## src/rtl/fetch_seq_pkg.sv

```systemverilog
// Shared types and constants for the instruction fetch sequencer.
package fetch_seq_pkg;

  // Fetch control states: IDLE after reset, REQ while presenting an address,
  // WAIT for the memory response, HOLD while the hazard unit stalls.
  typedef enum logic [1:0] {
    ST_IDLE = 2'd0,
    ST_REQ  = 2'd1,
    ST_WAIT = 2'd2,
    ST_HOLD = 2'd3
  } fetch_state_e;

  localparam logic [31:0] PC_STEP              = 32'd4;
  localparam logic [31:0] DEFAULT_RESET_VECTOR = 32'h0000_0000;

endpackage

```

## src/rtl/fetch_pc_reg.sv

```systemverilog
// Program counter register: synchronous reset to RESET_VECTOR, load-enabled.
module fetch_pc_reg
  import fetch_seq_pkg::*;
#(
  parameter logic [31:0] RESET_VECTOR = DEFAULT_RESET_VECTOR
) (
  input  logic        i_clk_w,
  input  logic        i_rst_w,
  input  logic        i_load_w,
  input  logic [31:0] i_pc_d_w,
  output logic [31:0] o_pc_q_w
);

  logic [31:0] pc_q;

  // PC holds its value unless the sequencer commits a new fetch address.
  always_ff @(posedge i_clk_w) begin
    if (i_rst_w) begin
      pc_q <= RESET_VECTOR;
    end else if (i_load_w) begin
      pc_q <= i_pc_d_w;
    end
  end

  assign o_pc_q_w = pc_q;

endmodule

```

## src/rtl/fetch_sequencer.sv

```systemverilog
// Instruction fetch sequencer: request/response handshake with instruction
// memory, stall handling, pending branch redirect and delivered-instruction
// counter. Optional feature macro: FETCH_SEQ_ALIGN_CHECK_EN adds the sticky
// o_misalign_w output and forces redirect targets to word alignment.
module fetch_sequencer
  import fetch_seq_pkg::*;
#(
  parameter logic [31:0] RESET_VECTOR = DEFAULT_RESET_VECTOR
) (
  input  logic        i_clk_w,
  input  logic        i_rst_w,
  output logic        o_imem_req_w,
  input  logic        i_imem_ready_w,
  output logic [31:0] o_imem_addr_w,
  input  logic        i_imem_valid_w,
  input  logic        i_stall_w,
  input  logic        i_branch_w,
  input  logic [31:0] i_branch_target_w,
  output logic [31:0] o_pc_w,
  output logic [31:0] o_pc_plus4_w,
  output logic        o_instr_valid_w,
  output logic [31:0] o_fetch_cnt_w
`ifdef FETCH_SEQ_ALIGN_CHECK_EN
  ,
  output logic        o_misalign_w
`endif
);

  // Redirect targets are word-aligned when the alignment check is built in;
  // otherwise they pass through untouched.
  function automatic logic [31:0] align_target(input logic [31:0] tgt);
`ifdef FETCH_SEQ_ALIGN_CHECK_EN
    return {tgt[31:2], 2'b00};
`else
    return tgt;
`endif
  endfunction

  fetch_state_e state_q, state_d;
  logic         pend_vld_q, pend_vld_d;
  logic [31:0]  pend_tgt_q, pend_tgt_d;
  logic [31:0]  cnt_q, cnt_d;
  logic [31:0]  pc_q;
  logic [31:0]  pc_d;
  logic         pc_load;
  logic         req;
  logic         instr_vld;
  logic         sel_tgt;
  logic [31:0]  raw_tgt;

  fetch_pc_reg #(
    .RESET_VECTOR (RESET_VECTOR)
  ) u_pc_reg (
    .i_clk_w  (i_clk_w),
    .i_rst_w  (i_rst_w),
    .i_load_w (pc_load),
    .i_pc_d_w (pc_d),
    .o_pc_q_w (pc_q)
  );

  // Next-PC select: a same-cycle branch beats an older pending redirect,
  // which beats sequential PC+4 (wraps naturally at 2^32).
  always_comb begin
    sel_tgt = i_branch_w | pend_vld_q;
    raw_tgt = i_branch_w ? i_branch_target_w : pend_tgt_q;
    pc_d    = sel_tgt ? align_target(raw_tgt) : (pc_q + PC_STEP);
  end

  // Fetch FSM next-state, handshake outputs, counter and redirect capture.
  always_comb begin
    state_d    = state_q;
    pend_vld_d = pend_vld_q;
    pend_tgt_d = pend_tgt_q;
    cnt_d      = cnt_q;
    pc_load    = 1'b0;
    req        = 1'b0;
    instr_vld  = 1'b0;

    unique case (state_q)
      ST_IDLE: begin
        state_d = ST_REQ;
      end
      ST_REQ: begin
        req = 1'b1;
        if (i_imem_ready_w) begin
          state_d = ST_WAIT;
        end
      end
      ST_WAIT: begin
        // Responses are only meaningful here; elsewhere the strobe is ignored.
        if (i_imem_valid_w) begin
          instr_vld = 1'b1;
          cnt_d     = cnt_q + 32'd1;
          if (i_stall_w) begin
            state_d = ST_HOLD;
          end else begin
            pc_load = 1'b1;
            state_d = ST_REQ;
          end
        end
      end
      ST_HOLD: begin
        if (!i_stall_w) begin
          pc_load = 1'b1;
          state_d = ST_REQ;
        end
      end
      default: begin
        state_d = ST_IDLE;
      end
    endcase

    // A PC update consumes any redirect (including one arriving this cycle);
    // otherwise the newest branch target overwrites the pending one.
    if (pc_load) begin
      pend_vld_d = 1'b0;
    end else if (i_branch_w) begin
      pend_vld_d = 1'b1;
      pend_tgt_d = i_branch_target_w;
    end
  end

  // Control state: FSM, redirect-pending flag and delivered counter.
  always_ff @(posedge i_clk_w) begin
    if (i_rst_w) begin
      state_q    <= ST_IDLE;
      pend_vld_q <= 1'b0;
      cnt_q      <= 32'd0;
    end else begin
      state_q    <= state_d;
      pend_vld_q <= pend_vld_d;
      cnt_q      <= cnt_d;
    end
  end

  // Redirect target payload; only meaningful while pend_vld_q is set.
  always_ff @(posedge i_clk_w) begin
    pend_tgt_q <= pend_tgt_d;
  end

`ifdef FETCH_SEQ_ALIGN_CHECK_EN
  logic misalign_q, misalign_d;

  // Sticky flag: any committed redirect target with non-zero low bits.
  always_comb begin
    misalign_d = misalign_q | (pc_load & sel_tgt & (raw_tgt[1:0] != 2'b00));
  end

  // Misalign flag register, cleared only by reset.
  always_ff @(posedge i_clk_w) begin
    if (i_rst_w) begin
      misalign_q <= 1'b0;
    end else begin
      misalign_q <= misalign_d;
    end
  end

  assign o_misalign_w = misalign_q;
`endif

  // Handshake strobes are masked while reset is asserted so no transfer is
  // signalled in the cycle reset arrives.
  assign o_imem_req_w    = req & ~i_rst_w;
  assign o_instr_valid_w = instr_vld & ~i_rst_w;
  assign o_imem_addr_w   = pc_q;
  assign o_pc_w          = pc_q;
  assign o_pc_plus4_w    = pc_q + PC_STEP;
  assign o_fetch_cnt_w   = cnt_q;

endmodule

```

## config.mk

```make
export PLATFORM = sky130hd
export DESIGN_NAME = fetch_sequencer
export DESIGN_NICKNAME = d
export VERILOG_FILES = /design/src/rtl/fetch_seq_pkg.sv /design/src/rtl/fetch_pc_reg.sv /design/src/rtl/fetch_sequencer.sv
export SDC_FILE = /design/constraint.sdc
export NUM_CORES = 1
export LEC_CHECK = 0
export ABC_AREA = 1
export CAP_MARGIN = 20
export CELL_PAD_IN_SITES_DETAIL_PLACEMENT = 0
export CELL_PAD_IN_SITES_GLOBAL_PLACEMENT = 1
export CORE_UTILIZATION = 36
export DETAILED_ROUTE_END_ITERATION = 10
export PLACE_DENSITY = 0.91
export SETUP_SLACK_MARGIN = 0.5
export SLEW_MARGIN = 25
export SYNTH_ARGS = -nofsm -noshare
export SYNTH_HDL_FRONTEND = slang
export SYNTH_SLANG_ARGS = --single-unit
```

## constraint.sdc

```tcl
create_clock -name i_clk_w -period 4.7 [get_ports i_clk_w]
set_clock_uncertainty 0.1 [all_clocks]
set_input_delay 0.94 -clock i_clk_w [delete_from_list [all_inputs] [get_ports i_clk_w]]
set_output_delay 0.94 -clock i_clk_w [all_outputs]
set_load 0.01 [all_outputs]
```

# After elaboration in Yosys (flattened, before gate mapping)
# Index checks and enable logic that the tools add are counted.
[op_classes] add_sub_neg=2 eq_ne=6 n_mux=13 bitwise_logic=4 n_reduce_logical=4
[ops] op="$mux W32" count=2
[ops] op="$add A32 B1 Y32 const B" count=1
[ops] op="$add A32 B3 Y32 const B" count=1
[ops] op="$mux W2" count=4
[ops] op="$pmux W2 S4" count=1
[ops] op="$ne A2 B2 Y1 const B" count=3
[ops] op="$mux W1" count=5
[ops] op="$eq A2 B2 Y1 const B" count=2
[ops] op="$reduce_and A3 Y1" count=1
[ops] op="$and A1 B1 Y1" count=2
[ops] op="$eq A2 B1 Y1 const B" count=1
[ops] op="$logic_not A2 Y1" count=1
[ops] op="$pmux W1 S2" count=1
[ops] op="$reduce_and A2 Y1" count=1
[ops] op="$reduce_or A2 Y1" count=1
[ops] op="$not A1 Y1" count=1
[ops] op="$or A1 B1 Y1" count=1
[word_totals] regBits=99 in_bits=38

# Depth between registers and ports, before layout
[depth] ltp_word=4 ltp_mapped=10 ltp_nobuf=10

# By module
# Synthesis repeated with hierarchy kept, for this count alone.
[hier_totals] hier_cells=949 hier_area_um2=6188.4
[modules_own_cells] mod="fetch_sequencer" n_inst=1 cells_each=746 area_per_inst_um2=4849.7
[modules_own_cells] mod="fetch_pc_reg" n_inst=1 cells_each=203 area_per_inst_um2=1338.8

# Worst setup path before layout
# Ideal clock, no wire load.
[synth_path] path_type="in2out" startpoint="input port i_rst_w" endpoint="output port o_imem_req_w" arrival_time_ns=1.622 required_ns=3.660 path_slack_ns=2.038 cell_stages=3 n_path_buf=2 cell_sequence="clkbuf_1 > buf_1 > nor2_1"
[synth_between] elab_chain_cells=2
[synth_lines] item="start: declaration" line_no="fetch_sequencer.sv:11" rtl="input logic i_rst_w,"
[synth_lines] item="$not A1 Y1" line_no="fetch_sequencer.sv:163" rtl="assign o_imem_req_w = req & ~i_rst_w;"
[synth_lines] item="$and A1 B1 Y1" line_no="fetch_sequencer.sv:163"
[synth_lines] item="end: declaration" line_no="fetch_sequencer.sv:12" rtl="output logic o_imem_req_w,"
# Every way passes these cells.

# Worst setup path in the final report
[layout_path] startpoint="register u_pc_reg.pc_q[3] (netlist: u_pc_reg.o_pc_q_w[3])" endpoint="output port o_pc_plus4_w[26]"
[layout_between] elab_chain_cells=1
[layout_lines] item="start: declaration" line_no="fetch_pc_reg.sv:14" rtl="logic [31:0] pc_q;"
[layout_lines] item="start signal: assignment" line_no="fetch_pc_reg.sv:21" rtl="pc_q <= i_pc_d_w;"
[layout_lines] item="$add A32 B3 Y32" line_no="fetch_sequencer.sv:167" rtl="assign o_pc_plus4_w = pc_q + PC_STEP;"
[layout_lines] item="end: declaration" line_no="fetch_sequencer.sv:20" rtl="output logic [31:0] o_pc_plus4_w,"
# Every way passes these cells.

==> qor.yml <==
relSlewSlack_pct: 49.8
cts_root_buffer: "clkbuf_16"
ys_ff_latch: 99
syn_avg_cell_area_um2: 7.12
grt_antenna_before_repair: 1
drt-total-wl_um: 15900
tightest_slew_ns: 0.750
ant_nets: 0
hp-class: "reg2reg"
grt_pass1_vias: 5059
vias: 5427
yosysWarnings: 0
drtIter0Drc: 241
min_path_cells: 2
fp.dieW_um: 129
fmax_mhz: 283
dieArea_um2: 16600
synthesis.instances: 811
place_ws_ns: 1.26
grt_max_degree: 40
viasPerCell: 4.70
period_share_pct: 75.1
power_frac_seq_pct: 47.0
finalSetupTns_ns: 0
drtPass1Iterations: 7
crit_type: "reg2out"
cts_tree: "done"
cts_buffer_depth: 2
fillCellCount: 1550
htree_levels: 3
cts_hold_buf: 0
design.core.area_um2: 15400
synth_nets: 854
r2r_cells: 8
io_buffers: 167
switching_power_uw: 642
setup_viol: 0
p_leak_uw: 0.00280
grt_pass1_wl_um: 25600
track_usage_pct: 19.8
power_density_nw_per_um2: 294
worstPathArrival_ns: 2.49
insertion_delay_ns: 0.35
floorplan.rows: 45
p_int_uw: 1610
worstSetupEndpointType: "output pin"
cp-start-kind: "flip-flop"
setup_ws_ns: 1.17
rsz0062_at_grt: "false"
drc_errors: 0
synth-seq-area-share_pct: 39.9
p_sw_share_pct: 28.5
gp_congestion: 0.855
power.total_uw: 2260
clk_pin_slew_worst_paths_ns: 0.07
postCtsSetupRepairBufs: 0
cts_sinks: 99
diodes: 0
clockPowerShare_pct: 33.7
period_minus_slack_ns: 3.53
fin_nets: 981
grt-ovfl-total: 0
initial_core_util_pct: 37.4
ir_drop_v: 0.000173
hold_violations: 0
synth_area_um2: 5780
multiInputGateArea_um2: 2870
cp.required_ns: 3.66
cts_buffers: 9
p_comb_share_pct: 19.4
maxSlewViolCount: 0
die_h_um: 129
ctsResizeCount: 0
areaGrowthSynthToFinish_pct: 32.9
routedWlPerCell_um: 13.8
yosysUniqueCellTypes: 38
status: "completed"
maxCapViolCount: 0
drive_gt1_share_pct: 6.04
num_io_pins: 168
seqCellArea_um2: 2300
path_max_fanout: 5
post-dp-hpwl_um: 12100
-- cells in the mapped netlist --
cell      count  area, um^2
nor4_1        1        6.26
nand3_1      40         200
nand2_4       1        11.3
xor2_1       16         140
clkbuf_1     12        45.0
nor3_2        1        10.0
xor2_2        4        65.1
a21oi_1      39         195
and2_1        7        43.8
a31oi_1       2        12.5
o211ai_1      3        22.5
nor2_1       99         372
xnor2_1       4        35.0
o31ai_1       1        7.51
nor3b_2       1        12.5
nor2_2        7        43.8
buf_6         3        33.8
nand2_1     295        1110
o21bai_4      1        18.8
dfxtp_1      67        1340
o21ai_0      13        65.1
inv_2         2        7.51
nor2_4       13         146
buf_1         1        3.75
nand4_1       1        6.26
a22oi_1      21         158
o21a_1        2        15.0
ha_1          5        62.6
nand3b_1      4        30.0
buf_2         5        25.0
buf_4        34         255
inv_1        62         233
edfxtp_1     32         961
nand2_2       5        31.3
nor3_1        2        10.0
nand4_2       2        25.0
o21ai_1       2        10.0
o221ai_1      1        8.76
-- power by group through the flow --
stage | Clock [uW] | Combinational, uW | Sequential, uW
final | 760 | 437 | 1060
after global routing | 813 | 485 | 1070
after CTS | 779 | 441 | 1060
after detailed placement | 0 | 439 | 1080
after global placement | 0 | 433 | 1080
after floorplan | 0 | 257 | 1070
-- path summary, 6_finish.rpt --
path | startpoint | to | slack [ns]
max reg2reg | state_q[0] | u_pc_reg.o_pc_q_w[18] | 2.06
min reg2reg | o_fetch_cnt_w[9] | o_fetch_cnt_w[9] | 0.39
max | u_pc_reg.o_pc_q_w[3] | o_pc_plus4_w[26] | 1.17
min | o_fetch_cnt_w[9] | o_fetch_cnt_w[9] | 0.39
-- state kept, by name, summed over array words and instances, names as in the netlist --
name               count
o_fetch_cnt_w         32
u_pc_reg.o_pc_q_w     32
pend_vld_q             1
state_q                2
pend_tgt_q            32
-- per-stage QoR --
step,utilization [%],hold slack [ns],std cells,area (um^2)
finish,49.7,0.394,1154,7670
detailed placement,47.8,0.383,1138,7370
global route,49.7,0.409,1154,7670
CTS,49.7,0.395,1154,7670
floorplan,-,0.367,811,5780
global placement,47.8,0.378,1138,7370
-- worst max-delay path, stage by stage (launching register included) --
cell             delay [ns]
dfxtp_1                0.43
ha_1                   0.22
nand2_1                0.08
nor2_2                 0.19
nand2_2                0.17
nor2_4                 0.23
nand2_1                0.07
nand2_1                0.07
and2_1                 0.12
clkdlybuf4s50_1        0.55
-- final cells by class --
| cell class | instances | area share (%) |
|---|---|---|
| Clock buffer | 9 | 2.93 |
| Multi-Input combinational cell | 593 | 37.4 |
| Tap cell | 211 | 3.44 |
| Clock inverter | 7 | 0.978 |
| Sequential cell | 99 | 30.0 |
| Inverter | 64 | 3.13 |
| Timing Repair Buffer | 171 | 22.1 |
-- layer usage --
| metal | global-route usage, % | part of all wire [%] | vias to the layer above |
|---|---|---|---|
| met2 | 34.2 | 48 | 180 |
| met4 | 4.57 | 1.2 | 2 |
| met1 | 24.8 | 45 | 2427 |
| li1 | - | - | 2803 |
| met3 | 5.11 | 6.6 | 15 |
| met5 | 0 | 0.075 | - |
-- cells by family after synthesis --
logic type,count (synthesis),share of synthesized area [%]
compound gates,85,8.88
xor+xnor,24,4.16
fa+ha+maj,5,1.08
buf+inv,119,10.4
flops,99,39.9
simple gates,479,35.6
-- cells in the final DEF, fill, tap and decap left out, types with 3 or more instances in the layout --
master and instances:
nor2_4 13, a21oi_1 39, inv_6 3, xor2_1 16, xor2_2 4, a22oi_1 21
nand2_2 5, and2_1 7, clkdlybuf4s50_1 166, o21ai_0 13, edfxtp_1 32, nand2_1 295
nand3b_1 4, nor2_1 99, o211ai_1 3, buf_4 4, dfxtp_1 67, nand3_1 40
xnor2_1 4, inv_1 62, ha_1 5, clkbuf_16 9, nor2_2 7
(Power assumes the default switching activity.)
